## src/rtl/program_memory_loader.sv

```systemverilog
// Program store for the 8-bit CPU: byte-wide load port, CPU reset sequencing, registered fetch.
// Optional: define PROG_CHECKSUM_EN to add the load_checksum output.
module program_memory_loader #(
  parameter int unsigned DEPTH     = 256,
  parameter logic [7:0]  FILL_WORD = 8'hC3
) (
  input  logic       clock,
  input  logic       reset_n,
  input  logic       load_start,
  input  logic       load_valid,
  input  logic       load_last,
  input  logic [7:0] load_data,
  output logic       load_ready,
  output logic       load_done,
  output logic [8:0] load_count,
  output logic       cpu_reset,
`ifdef PROG_CHECKSUM_EN
  output logic [7:0] load_checksum,
`endif
  input  logic [7:0] instruction_address,
  output logic [7:0] instruction
);

  localparam int unsigned PtrW   = (DEPTH > 1) ? $clog2(DEPTH) : 1;
  localparam logic [8:0]  DepthW = 9'(DEPTH);

  localparam logic [1:0] StIdle = 2'd0;
  localparam logic [1:0] StLoad = 2'd1;
  localparam logic [1:0] StRun  = 2'd2;

  logic [1:0]      state_q, state_d;
  logic [PtrW-1:0] ptr_q, ptr_d;
  logic [8:0]      count_q, count_d;
  logic [7:0]      instr_q, instr_d;
  logic [7:0]      mem [DEPTH];
  logic            beat;
  logic            restart;
  logic            addr_ok;

  assign beat    = load_valid && (state_q == StLoad);
  // load_start is only honoured outside LOAD
  assign restart = load_start && (state_q != StLoad);

  always_comb begin
    state_d = state_q;
    ptr_d   = ptr_q;
    count_d = count_q;
    case (state_q)
      StIdle, StRun: begin
        if (load_start) begin
          state_d = StLoad;
          ptr_d   = '0;
          count_d = '0;
        end
      end
      StLoad: begin
        if (load_valid) begin
          ptr_d   = ptr_q + PtrW'(1);
          count_d = count_q + 9'd1;
          if (load_last || (ptr_q == PtrW'(DEPTH - 1))) begin
            state_d = StRun;
          end
        end
      end
      default: state_d = StIdle;
    endcase
  end

  always_ff @(posedge clock or negedge reset_n) begin
    if (!reset_n) begin
      state_q <= StIdle;
      ptr_q   <= '0;
      count_q <= '0;
    end else begin
      state_q <= state_d;
      ptr_q   <= ptr_d;
      count_q <= count_d;
    end
  end

  // Storage is deliberately not reset; stale words stay hidden behind load_count.
  always_ff @(posedge clock) begin
    if (beat) begin
      mem[ptr_q] <= load_data;
    end
  end

  always_comb begin
    addr_ok = ({1'b0, instruction_address} < count_q) &&
              ({1'b0, instruction_address} < DepthW);
    instr_d = addr_ok ? mem[instruction_address[PtrW-1:0]] : FILL_WORD;
  end

  always_ff @(posedge clock or negedge reset_n) begin
    if (!reset_n) begin
      instr_q <= FILL_WORD;
    end else begin
      instr_q <= instr_d;
    end
  end

`ifdef PROG_CHECKSUM_EN
  logic [7:0] sum_q;

  always_ff @(posedge clock or negedge reset_n) begin
    if (!reset_n) begin
      sum_q <= '0;
    end else if (restart) begin
      sum_q <= '0;
    end else if (beat) begin
      sum_q <= sum_q + load_data;
    end
  end

  assign load_checksum = sum_q;
`endif

  assign load_ready  = (state_q == StLoad);
  assign load_done   = (state_q == StRun);
  assign cpu_reset   = (state_q != StRun);
  assign load_count  = count_q;
  assign instruction = instr_q;

endmodule

```

## config.mk

```make
export PLATFORM = sky130hd
export DESIGN_NAME = program_memory_loader
export DESIGN_NICKNAME = d
export VERILOG_FILES = /design/src/rtl/program_memory_loader.sv
export SDC_FILE = /design/constraint.sdc
export NUM_CORES = 2
export LEC_CHECK = 0
export CORE_ASPECT_RATIO = 0.7
export CORE_UTILIZATION = 40
export CTS_BUF_LIST = sky130_fd_sc_hd__clkbuf_4
export CTS_CLUSTER_DIAMETER = 30
export DETAILED_ROUTE_END_ITERATION = 6
export GPL_TIMING_DRIVEN = 0
export SKIP_CTS_REPAIR_TIMING = 1
export SLEW_MARGIN = 20
export SYNTH_ARGS = -nofsm -noshare
export SYNTH_HDL_FRONTEND = slang
export SYNTH_SLANG_ARGS = --single-unit
export TNS_END_PERCENT = 1
```

## constraint.sdc

```tcl
create_clock -name clock -period 2 [get_ports clock]
set_input_delay 0.5 -clock clock [delete_from_list [all_inputs] [get_ports clock]]
set_output_delay 0.5 -clock clock [all_outputs]
set_load 0.01 [all_outputs]
```

* Yosys cells after proc, flatten, opt, wreduce, memory -nomap -nowiden
Memory sizes are Yosys's and may differ from the RTL's.
Index checks and enable logic that the tools add are counted.
** Word-level totals
- Output and inout bits :: 20
- Word-level logic and storage cells :: 35
- Flip-flop bits (word level) :: 27
- Input bits :: 21
- Memory bits (writable) :: 2048
- Memories :: 1
** Memory list
- mem :: depth 256, width 8, rd ports 1, clocked after memory_dff 0, write ports 1, line 35 : logic [7:0] mem [DEPTH];
** Operators by class
- Reductions and logical operators :: 7
- Order comparisons :: 1
- Add/subtract/negate cells :: 2
- Equal/unequal tests :: 7
- Muxes and demuxes :: 13
** Operators with widths (count)
- two-way mux 8 bit :: 3
- two-way mux 9 bit :: 2
- one-hot mux 9 bit (2 select lines) :: 1
- one-hot mux 8 bit (2 select lines) :: 1
- adder 9 x 1 -> 9 bit (second input constant) :: 1
- < comparator 8 x 9 -> 1 bit :: 1
- adder 8 x 1 -> 8 bit (second input constant) :: 1
- equality test 8 bit (second input constant) :: 1
- two-way mux 2 bit :: 3
- inequality test 2 bit (second input constant) :: 3
- AND reduction 3 bit :: 2
- one-hot mux 2 bit (2 select lines) :: 1
- equality test 2 x 1 -> 1 bit (second input constant) :: 1
- equality test 2 bit (second input constant) :: 1
- logical NOT 2 bit :: 1
- two-way mux 1 bit :: 2
- inequality test 2 x 1 -> 1 bit (second input constant) :: 1
- nonzero test 2 bit :: 1
- OR reduction 2 bit :: 1
- logical AND 1 bit :: 1
- logical OR 1 bit :: 1

* Depth between registers and ports, before layout
- Depth after elaboration :: 5
- Gate-level depth with buffers :: 13
- Gate-level depth less buffers :: 8

* Least setup slack after synthesis
OpenSTA, ideal clock, no wires.
- Kind :: input port to flip-flop
- Start point :: input port instruction_address[0]
- End point :: register instr_q[2] (netlist: instruction[2])
- Stages :: 8
- Data required time :: 1.855 ns
- Library setup time :: 0.145 ns
- Arrival :: 2.325 ns
- Buffers on the path :: 3
- Path slack :: -0.470 ns
- Path through :: buf_6 > buf_12 > buf_4 > mux4_2 > mux4_2 > a32oi_1 > o211a_1 > o22ai_1
** Between the ends
- Longest elaborated chain between the ends :: 2
- Elaborated cells between the ends (all ways) :: 3
- Classes of those cells :: order compare (1); mux (1); memory (1)
** RTL lines
- from (decl) :: line 20 : input logic [7:0] instruction_address,
- memory read (256 x 8 bit) or < comparator 8 x 9 -> 1 bit (tied branches)
- two-way mux 8 bit * :: line 91 : instr_d = addr_ok ? mem[instruction_address[PtrW-1:0]] : FILL_WORD;
- via instr_d[2] :: line 34 : logic [7:0] instr_q, instr_d;
- to (signal assigned) :: line 98 : instr_q <= instr_d;
- to (decl) :: line 34
Mark *: on every way through the listed nets, which the timed path passes. The rest lies on a longest branch.
A chain may end at the register's enable or synchronous reset.

* Worst setup path after layout
- Start point :: input port instruction_address[2]
- End point :: register instr_q[0] (netlist: instruction[0])
The elaborated chain is that of the path after synthesis.

==> reports/qor.yml <==
run_status:
  outcome: "finished with violations"
  violations: "setup timing"
detailed_routing:
  wl_per_cell_um: 37.3
  drt_iter0_markers: 8390
  vias: 49300
  vias_per_cell: 6.17
  ant_nets: 0
  drc: 0
  first_pass_iters: 6
  drt-total-wl_um: 298000
synthesis:
  synth-simple-area-share: 0.0311
  synth_compound_area_frac: 0.0474
  yosys.cell_types.count: 61
  syn_inst: 4272
  syn_area_um2: 82000
  synth_mux_area_frac: 0.137
  seq_area_frac_synth: 0.758
  synth_fp_nets: 4305
  synthFlopType: "edfxtp_1"
  ys_async_sr_fraction: 0.0130
  ys_ff_latch: 2075
  synth_xor_area_frac: 0.00117
  synth_area_per_cell_um2: 19.2
  synth_fa_ha_area_frac: 0.00183
  ys_warn_count: 0
  synth_edf_count: 2048
  synth_top_family_by_area: "multiplexers"
clock_tree:
  cts_max_path_buffers: 4
  path_clk_slew_ns: 0.07
  cts_tree: "built"
  cts_num_sinks: 2075
  clk_latency_ns: 1.30
  root_buffer: "clkbuf_4"
  cts.htree.levels: 5
  cts_buffers: 473
sta:
  fmax_mhz: 347
  layout_setup_ws_ns: -0.878
  setup_viol: 2089
  slew_headroom: 0.333
  rsz0062_at_grt: "true"
  finalCritPeriodShare: 1.44
  finClkSkew_ns: 0.0991
  fin_crit_ns: 2.88
  slew_violations: 0
  finalHoldViolations: 0
  worstMarginPinSlew_ns: 1.00
  fin_setup_tns_ns: -1075.75
worst_setup_path:
  crit_arrival_ns: 4.05
  end_kind: "flop"
  cp_data_required_time_ns: 3.17
  crit_buf_inv: 5
  cp_top_family: "buffers and inverters"
  critPathLaunch: "instruction_address[2]"
  rrSetupSlack_ns: -0.78
  cp-start-kind: "input pin"
  worst-r2r-cell-count: 7
  crit_path_end: "instruction[0]"
  cp_num_cells: 10
  crit_type: "in -> reg"
  crit_fanout: 10
  crit_chain: "clkbuf_2 > inv_1 > clkbuf_1 > buf_2 > clkbuf_2 > a211oi_1 > nor4_1 > nand4_1 > nor3_2 > o22a_1"
  slowest_delay_ns: 0.59
  cp_common_cell: "clkbuf_2"
  r2r-start: "mem[63][3]"
  critPathSlowestCell: "clkbuf_2"
  reg2reg_to: "instruction[3]"
floorplan:
  die_w_um: 543
  ios: 41
  die_y_um: 381
  floorplan.die_area_um2: 207000
  coreArea_um2: 203000
  initial_core_util: 0.404
  rows: 138
final_layout:
  stdcell_count: 7997
  multiInputGateArea_um2: 20400
  nFillCells: 16900
  areaGrowthSynthToFinish_pct: 18.9
  drive_gt1_frac: 0.342
  fin_nets: 4932
  seqCellArea_um2: 62200
placement:
  pre_cts_slack_ns: -3.75
  place_inst: 7075
  place_hpwl_um: 204000
  place_congestion: 1.02
  port_buffers: 39
global_route:
  grt_pass1_wl_um: 392000
  track_usage: 0.283
  first_global_vias: 45800
  use_met2: 0.369
  busiest_layer: "met1"
  grt_max_degree: 129
  antenna_found_initial: 28
  grt.met3_usage: 0.127
  grt_remaining_overflow: 0
  use_met1: 0.408
flow_run:
  maxCapViolCount: 0
pwr:
  p_leak_nw: 31.7
  p_total_mw: 90.7
  vdd_drop_max_uv: 564
  p_per_area_nw_per_um2: 930
min_path:
  min_path_type: "in -> reg"
[logic make-up (layout without fill, tap and decap cells)]
logic type / Yosys count / count (layout)
adder cells (fa/ha/maj): 12 / 12
flip-flops: 2075 / 2075
AND/OR/NAND/NOR: 589 / 589
XOR/XNOR: 11 / 11
multiplexers: 747 / 747
buffers and inverters: 288 / 1274
AO/OA/AOI/OAI: 550 / 550
other: 0 / 9
[cell usage in the layout (no fill, tap or decap), drive strengths merged, types with 66 or more instances in the layout]
cell type	Yosys	layout
a21oi	102	102
o21ai	74	74
clkbuf	129	793
mux2i	454	454
nor2	331	331
clkinv	1	105
o22ai	89	89
mux4	293	293
o221ai	196	196
buf	146	304
nor3	66	66
edfxtp	2048	2048
nand2	79	79
[synthesized netlist by cell type (all sizes together) (3+ instances only)]
cell        n  area, µm²
clkbuf    129        487
inv        12       45.0
a2111oi     8       71.3
nor2      331       1240
xnor2       6       52.6
o211a       4       40.0
buf       146       1420
mux2i     454       4540
nor4       18        113
o21ai      74        370
or4         4       30.0
o22a        5       43.8
nor3       66        330
edfxtp   2048      61500
a22oi       7       52.6
o2bb2ai     4       35.0
nand2b      9       56.3
nand4      10       62.6
mux4      293       6680
or2         7       43.8
nand2      79        297
a32oi       4       35.0
o211ai      4       30.0
a311oi      4       35.0
a22o        4       35.0
dfrtp      23        576
and3        8       50.1
or3         3       18.8
a21oi     102        510
nand3      31        155
dfstp       4        105
o22ai      89        557
o221ai    196       1730
a211oi     34        255
xor2        5       43.8
and2        6       37.5
nor2b      13       81.3
ha         12        150
[stage by stage]
stage | hold WS [ns] | instance area [µm²] | util
final | 0.134 | 97500 | 0.481
after global routing | 0.0937 | 97500 | 0.481
after CTS | -0.976 | 93300 | 0.460
after detailed placement | 0.382 | 87200 | 0.430
after global placement | 0.571 | 86200 | 0.425
after floorplan | 0.204 | 82400 | -
[metal layers]
metal  up-vias  share of wire
li1      19300              -
met1     25400           0.40
met2      4060           0.40
met3       601           0.16
met4        21          0.041
met5         -         0.0015
[area by class of cell]
cell class,instances,area share
clock inverters,126,0.00812
clock buffers,708,0.0545
repair buffers,164,0.0281
plain buffers,263,0.0265
well taps,2730,0.0350
inverters,13,0.000539
flip-flops and latches,2075,0.638
multi-input cells,1909,0.209
diodes,9,0.000231
[worst min-delay path by stage]
stage             startpoint        endpoint  cells after the start
4_1_cts              reset_n   load_count[2]                      1
6_report        load_data[1]      mem[86][1]                      2
2_1_floorplan        reset_n  instruction[2]                      0
3_3_place_gp   load_count[7]   load_count[7]                      2
5_1_grt           load_valid      state_q[0]                      4
3_5_place_dp         reset_n   load_count[6]                      1
[sequential cells by signal (all words and copies together), names as in the netlist]
name and cells:
instruction 8, load_count 9, mem 2048, ptr_q 8, state_q 2
[power breakdown]
group	internal (mW)	switching [mW]	total [mW]
clock	17.3	17.3	34.7
sequential	47.9	0.136	48.0
combinational	2.42	5.60	8.01
[worst reg2reg max path, delay by kind of cell, from the launching register on]
| kind | cells | cell delay, ns |
|---|---|---|
| muxes | 1 | 0.49 |
| AOI/OAI and AO/OA | 6 | 1.66 |
| DFF | 1 | 0.38 |
No activity file was read; power rests on OpenSTA's default activity.
